==> config.mk <==
export PLATFORM = sky130hd
export DESIGN_NAME = rounding_pipe_unit
export DESIGN_NICKNAME = d
export VERILOG_FILES = /design/src/rtl/fp_round_pkg.sv /design/src/rtl/round_decide.sv /design/src/rtl/rounding_pipe_unit.sv
export SDC_FILE = /design/constraint.sdc
export NUM_CORES = 1
export LEC_CHECK = 0
export CORE_ASPECT_RATIO = 0.5
export CORE_MARGIN = 2
export CORE_UTILIZATION = 38
export CTS_CLUSTER_SIZE = 30
export DETAILED_ROUTE_END_ITERATION = 7
export SLEW_MARGIN = 20
export SYNTH_ARGS = -nofsm -noshare
export SYNTH_HDL_FRONTEND = slang
export SYNTH_SLANG_ARGS = --single-unit
==> constraint.sdc <==
create_clock -name i_clk -period 3.8 [get_ports i_clk]
set_clock_uncertainty 0.2 [all_clocks]
set_input_delay 0.76 -clock i_clk [delete_from_list [all_inputs] [get_ports i_clk]]
set_output_delay 0.76 -clock i_clk [all_outputs]
set_load 0.02 [all_outputs]
==> src/rtl/fp_round_pkg.sv <==
// Shared types for the pipelined mantissa rounder.
//   rnd_mode_e  : IEEE-754 rounding mode encoding used on i_rnd_mode
//   s1_flags_t  : control part of the stage-1 payload (mantissa/exponent
//                 are held alongside it because their widths are parameters)
//   to_infinity : which modes saturate to infinity on exponent overflow
package fp_round_pkg;

  typedef enum logic [1:0] {
    RNE = 2'b00,
    RTZ = 2'b01,
    RUP = 2'b10,
    RDN = 2'b11
  } rnd_mode_e;

  typedef struct packed {
    logic      sign;
    rnd_mode_e mode;
    logic      inc;
    logic      inexact;
  } s1_flags_t;

  function automatic logic to_infinity(input rnd_mode_e mode, input logic sign);
    return (mode == RNE) || (mode == RUP && !sign) || (mode == RDN && sign);
  endfunction

endpackage

==> src/rtl/round_decide.sv <==
// Combinational rounding decision.
//   man         : normalised extended mantissa (hidden bit at MSB)
//   exp_special : exponent is all-ones (Inf/NaN): no rounding applied
//   sign, mode  : result sign and rounding mode
//   inc         : add one ulp to the truncated mantissa
//   inexact     : any discarded bit (G/R/S) is set
module round_decide
  import fp_round_pkg::*;
#(
  parameter int unsigned SIZE_MAN        = 28,
  parameter int unsigned SIZE_MAN_RESULT = 24
) (
  input  logic [SIZE_MAN-1:0] man,
  input  logic                exp_special,
  input  logic                sign,
  input  logic [1:0]          mode,
  output logic                inc,
  output logic                inexact
);

  localparam int unsigned G_POS = SIZE_MAN - SIZE_MAN_RESULT - 1;

  logic l_bit, g_bit, r_bit, s_bit, any_lost;

  assign l_bit    = man[SIZE_MAN-SIZE_MAN_RESULT];
  assign g_bit    = man[G_POS];
  assign r_bit    = man[G_POS-1];
  assign s_bit    = |man[G_POS-2:0];
  assign any_lost = g_bit | r_bit | s_bit;

  always_comb begin
    inc     = 1'b0;
    inexact = 1'b0;
    if (!exp_special) begin
      inexact = any_lost;
      unique case (rnd_mode_e'(mode))
        RNE: inc = g_bit & (r_bit | s_bit | l_bit);
        RTZ: inc = 1'b0;
        RUP: inc = ~sign & any_lost;
        RDN: inc = sign & any_lost;
      endcase
    end
  end

endmodule

==> src/rtl/rounding_pipe_unit.sv <==
// Two-stage pipelined IEEE-754 mantissa rounder with valid/ready on both sides.
//   i_clk, i_rst_n            : clock, synchronous active-low reset
//   i_valid / o_ready         : upstream handshake (o_ready is combinational)
//   i_man, i_exp, i_sign      : normalised extended mantissa, biased exponent, sign
//   i_rnd_mode                : 00 RNE, 01 RTZ, 10 RUP, 11 RDN
//   o_valid / i_ready         : downstream handshake
//   o_man_result, o_exp_result, o_sign : rounded result
//   o_inexact, o_overflow     : discarded bits nonzero / exponent overflowed
module rounding_pipe_unit
  import fp_round_pkg::*;
#(
  parameter int unsigned SIZE_MAN        = 28,
  parameter int unsigned SIZE_MAN_RESULT = 24,
  parameter int unsigned SIZE_EXP        = 8
) (
  input  logic                       i_clk,
  input  logic                       i_rst_n,
  input  logic                       i_valid,
  output logic                       o_ready,
  input  logic [SIZE_MAN-1:0]        i_man,
  input  logic [SIZE_EXP-1:0]        i_exp,
  input  logic                       i_sign,
  input  logic [1:0]                 i_rnd_mode,
  output logic                       o_valid,
  input  logic                       i_ready,
  output logic [SIZE_MAN_RESULT-1:0] o_man_result,
  output logic [SIZE_EXP-1:0]        o_exp_result,
  output logic                       o_sign,
  output logic                       o_inexact,
  output logic                       o_overflow
);

  localparam logic [SIZE_EXP-1:0] EXP_ALL_ONES   = '1;
  localparam logic [SIZE_EXP-1:0] EXP_MAX_FINITE = {{(SIZE_EXP-1){1'b1}}, 1'b0};

  logic v1, v2, en1, en2;

  assign en2     = ~v2 | i_ready;
  assign en1     = ~v1 | en2;
  assign o_ready = en1;
  assign o_valid = v2;

  // Stage 1: truncate and decide rounding
  logic                       dec_inc, dec_inexact;
  logic [SIZE_MAN_RESULT-1:0] s1_man;
  logic [SIZE_EXP-1:0]        s1_exp;
  s1_flags_t                  s1_flags;

  round_decide #(
    .SIZE_MAN        (SIZE_MAN),
    .SIZE_MAN_RESULT (SIZE_MAN_RESULT)
  ) u_round_decide (
    .man         (i_man),
    .exp_special (i_exp == EXP_ALL_ONES),
    .sign        (i_sign),
    .mode        (i_rnd_mode),
    .inc         (dec_inc),
    .inexact     (dec_inexact)
  );

  always_ff @(posedge i_clk) begin
    if (!i_rst_n) begin
      v1       <= 1'b0;
      s1_man   <= '0;
      s1_exp   <= '0;
      s1_flags <= '0;
    end else if (en1) begin
      v1 <= i_valid;
      if (i_valid) begin
        s1_man           <= i_man[SIZE_MAN-1 -: SIZE_MAN_RESULT];
        s1_exp           <= i_exp;
        s1_flags.sign    <= i_sign;
        s1_flags.mode    <= rnd_mode_e'(i_rnd_mode);
        s1_flags.inc     <= dec_inc;
        s1_flags.inexact <= dec_inexact;
      end
    end
  end

  // Stage 2: increment, renormalise on carry, saturate on overflow
  logic [SIZE_MAN_RESULT:0]   sum;
  logic                       carry, ovf;
  logic [SIZE_EXP-1:0]        exp_adj, exp_n;
  logic [SIZE_MAN_RESULT-1:0] man_n;

  assign sum     = {1'b0, s1_man} + (SIZE_MAN_RESULT+1)'(s1_flags.inc);
  assign carry   = sum[SIZE_MAN_RESULT];
  assign exp_adj = s1_exp + SIZE_EXP'(carry);
  assign ovf     = carry && (exp_adj == EXP_ALL_ONES);

  always_comb begin
    man_n = carry ? sum[SIZE_MAN_RESULT:1] : sum[SIZE_MAN_RESULT-1:0];
    exp_n = exp_adj;
    if (ovf) begin
      if (to_infinity(s1_flags.mode, s1_flags.sign)) begin
        man_n = '0;
        exp_n = EXP_ALL_ONES;
      end else begin
        man_n = '1;
        exp_n = EXP_MAX_FINITE;
      end
    end
  end

  always_ff @(posedge i_clk) begin
    if (!i_rst_n) begin
      v2           <= 1'b0;
      o_man_result <= '0;
      o_exp_result <= '0;
      o_sign       <= 1'b0;
      o_inexact    <= 1'b0;
      o_overflow   <= 1'b0;
    end else if (en2) begin
      v2 <= v1;
      if (v1) begin
        o_man_result <= man_n;
        o_exp_result <= exp_n;
        o_sign       <= s1_flags.sign;
        o_inexact    <= s1_flags.inexact;
        o_overflow   <= ovf;
      end
    end
  end

endmodule

==> results.md <==
- Outcome: finished, final reports clean
- Die area: approximately 0.01 sq mm
- First-pass GRT wire length: 15300 um
- Mapped Area: 0.00347 sq mm
- Max-slew headroom: 0.600
- Total CTS buffers: 9
- DR iter-0 viols: 153
- Final setup vio count: 0
- Seq cells post-synth: between 70 and 80
- Core ar.: 0.00880 sq mm
- Most frequent cells in the layout: nand2_1, clkdlybuf4s50_1, dfxtp_1, a21oi_1, o21ai_0
- Peak supply drop: about 0.00027 V
- Clock buffer depth: 2
- Hold Fails Final Rpt: 0
- R2R cell count: 14
- Final instance area: 0.00476 sq mm
- Sequential area share after synthesis: 0.426
- Clock share of power: 0.470
- DRC viols: 0
- Reg-to-reg endpoint: o_man_result[20]$_SDFFE_PN0P_
- Sequential share of power: 0.408
- N_diodes: 0
- Initial Utilization: 0.395
- Via count: approximately 3300
- Fin nets: 555
- Final setup TNS: 0 ns
- Initial antenna violation count: 0
- Clk slew on worst S/H paths: 0.06 ns
- RR Startpoint: s1_flags[1]$_SDFFE_PN0P_
- Comb pwr share: 0.122
- DP HPWL: 6800 um
- H-tree depth: 3
- Pre-antenna DRT Iters: 5
- Distinct cells, synth: 51
- GPL Wtd Cong: 0.837
- Hold_ws: ~0.26 ns
- Gate Count Post-Synth: about 430
- Chip width: 139 um
- Period utilization: 0.909
- IO buf count: 79
- MaxCap Viol Count: 0
- Area grow syn2layout: 36.9%
- Internal: 1.62 mW
- Final wirelength: 9160 um
- CP Launch Type: register
- Clk_lat worst skew: 0.33 ns
- R2R setup slack: 0.34 ns
- Via/cell ratio: 5.28
- Switching part of the total: 0.231
- PwrDens: 444 mW/mm^2
- Syn avg cell area: between 8 and 9 sq um
- CTS sink cnt: 74
- Worst Path Max Fanout: 16
- Required @ worst endpoint: roughly 3.8 ns
- Largest net degree at the start of global routing: 36
- Fmax: 0.289 GHz
- Layout cells sized above 1: 0.0840
- Root Driver: clkbuf_16
- Post-CTS Hold Buffers: 0
- Final slew viol count: 0
- Leak: 1.78 nW
- Hold Path Depth: 2
- Commonest non-fill, non-tap cell in the layout: nand2_1
- Tightest Pin Transition: ~0.60 ns
- Crit path kind: reg2reg
- ANT nets after route: 0
- Number of global-route vias before repair: 3091
- CTS tree: done
- Row count: 24
- Period minus WS final: ~3.5 ns
- Fillers: about 860
- Synthesized Nets: 481
- CP Capture Type: register
- Placed Area: approximately 0.0044 sq mm
- Worst path arrival time: 3.47 ns
- Hold EP: o_inexact$_SDFFE_PN0P_
- Synth warn: 0
- Hold crit path type: reg2reg
- I/O pin cnt: 80
- Die H: just over 70 um
- WL per Instance: ~15 um
- Grt ovf: 0
- Sw Pwr: 0.488 mW
- Gr usage total: 0.192
- RSZ-0062 raised after global routing: no
- Hold_sp: s1_flags[0]$_SDFFE_PN0P_
[cell usage after synthesis, drive strengths merged]
master | instances | share of area
mux2 | 1 | 0.0032
nand3 | 17 | 0.024
nand4 | 12 | 0.030
and3 | 2 | 0.0036
buf | 6 | 0.010
o211a | 1 | 0.0029
o311a | 1 | 0.0029
o21ai | 28 | 0.040
nand2b | 2 | 0.0036
a32o | 3 | 0.0086
and4 | 4 | 0.010
or3 | 2 | 0.0036
nand2 | 101 | 0.11
o21bai | 1 | 0.0022
xor2 | 11 | 0.028
o31a | 2 | 0.0050
o2111ai | 1 | 0.0025
o21a | 1 | 0.0022
o22ai | 2 | 0.0036
nor2b | 2 | 0.0036
inv | 5 | 0.0054
o211ai | 4 | 0.013
clkinv | 2 | 0.0036
a21oi | 54 | 0.079
a31oi | 11 | 0.022
xnor2 | 11 | 0.028
a211oi | 4 | 0.0086
and4b | 1 | 0.0029
clkbuf | 23 | 0.025
nor2 | 13 | 0.014
dfxtp | 74 | 0.43
nor4 | 7 | 0.017
a221o | 1 | 0.0029
and2 | 2 | 0.0036
o311ai | 1 | 0.0025
or2 | 2 | 0.0036
ha | 5 | 0.018
nor3 | 11 | 0.019
a311oi | 2 | 0.0050
[flip-flops by register name, indices dropped and copies added (netlist names)]
name / count
o_exp_result: 8
o_inexact: 1
o_man_result: 24
o_overflow: 1
o_sign: 1
o_valid: 1
s1_exp: 8
s1_flags: 5
s1_man: 24
v1: 1
[cell type report]
| type | count | area, sq um | share of cell area |
|---|---|---|---|
| Multi-Input combinational cell | 323 | 1850 | 0.388 |
| Sequential cell | 74 | 1480 | 0.311 |
| Timing Repair Buffer | 92 | 901 | 0.189 |
| Clock buffer | 11 | 253 | 0.0531 |
| Tap cell | 117 | 146 | 0.0308 |
| Clock inverter | 5 | 100 | 0.0210 |
| Inverter | 7 | 31.3 | 0.00657 |
[worst max-delay path, stage by stage, from the launching register on]
cell      delay (ns)
dfxtp_1         0.33
ha_1            0.24
ha_1            0.25
nand4_2         0.15
nor3_4          0.24
nand2_4         0.18
clkinv_4        0.14
ha_1            0.15
ha_1            0.17
nand3_1         0.15
o21a_1          0.25
o211a_1         0.35
a31oi_2         0.20
buf_4           0.24
o22ai_1         0.11
[power groups by stage]
stage | Combinational, mW | Clock [mW] | Sequential (mW)
6_report | 0.257 | 0.993 | 0.861
5_1_grt | 0.283 | 1.03 | 0.867
4_1_cts | 0.260 | 1.00 | 0.861
3_5_place_dp | 0.258 | 0 | 0.877
3_3_place_gp | 0.258 | 0 | 0.877
2_1_floorplan | 0.111 | 0 | 0.894
[worst max path at each step]
stage | start | to | slack (ns) | cells after the start
2_1_floorplan | s1_man[0]$_SDFFE_PN0P_ | o_man_result[11]$_SDFFE_PN0P_ | 0.55 | 14
3_3_place_gp | s1_man[0]$_SDFFE_PN0P_ | o_man_result[20]$_SDFFE_PN0P_ | 0.39 | 14
3_5_place_dp | s1_flags[1]$_SDFFE_PN0P_ | o_man_result[20]$_SDFFE_PN0P_ | 0.26 | 14
4_1_cts | s1_flags[1]$_SDFFE_PN0P_ | o_man_result[20]$_SDFFE_PN0P_ | 0.24 | 14
5_1_grt | s1_man[0]$_SDFFE_PN0P_ | o_man_result[0]$_SDFFE_PN0P_ | 0.04 | 14
6_report | s1_flags[1]$_SDFFE_PN0P_ | o_man_result[20]$_SDFFE_PN0P_ | 0.34 | 14
[kinds of logic after synthesis]
group / synth area share
simple gates: 0.250
compound gates: 0.202
flops: 0.426
buf+inv: 0.0446
xor+xnor: 0.0555
fa+ha+maj: 0.0180
mux: 0.00324
[routing by layer]
layer	wire length (um)	global-route usage	up-vias
met2	3980	0.294	80
met4	77	0.0483	0
met3	561	0.0495	8
met1	4550	0.273	1554
li1	-	-	1679
met5	0	0	-
[through the flow]
stage / util / setup WS [ns] / std cells / power, mW
3_5_place_dp: 0.500 / 0.261 / 613 / 1.14
2_1_floorplan: - / 0.551 / 433 / 1.00
6_report: 0.541 / 0.344 / 629 / 2.11
5_1_grt: 0.541 / 0.0411 / 629 / 2.18
4_1_cts: 0.540 / 0.235 / 629 / 2.12
3_3_place_gp: 0.500 / 0.388 / 613 / 1.14
[timing repair]
action | in CTS | in global routing
buffers inserted | 0 | 0
endpoints found under the setup margin | 0 | 18
resized for setup | 0 | 1
(Power assumes the default switching activity.)
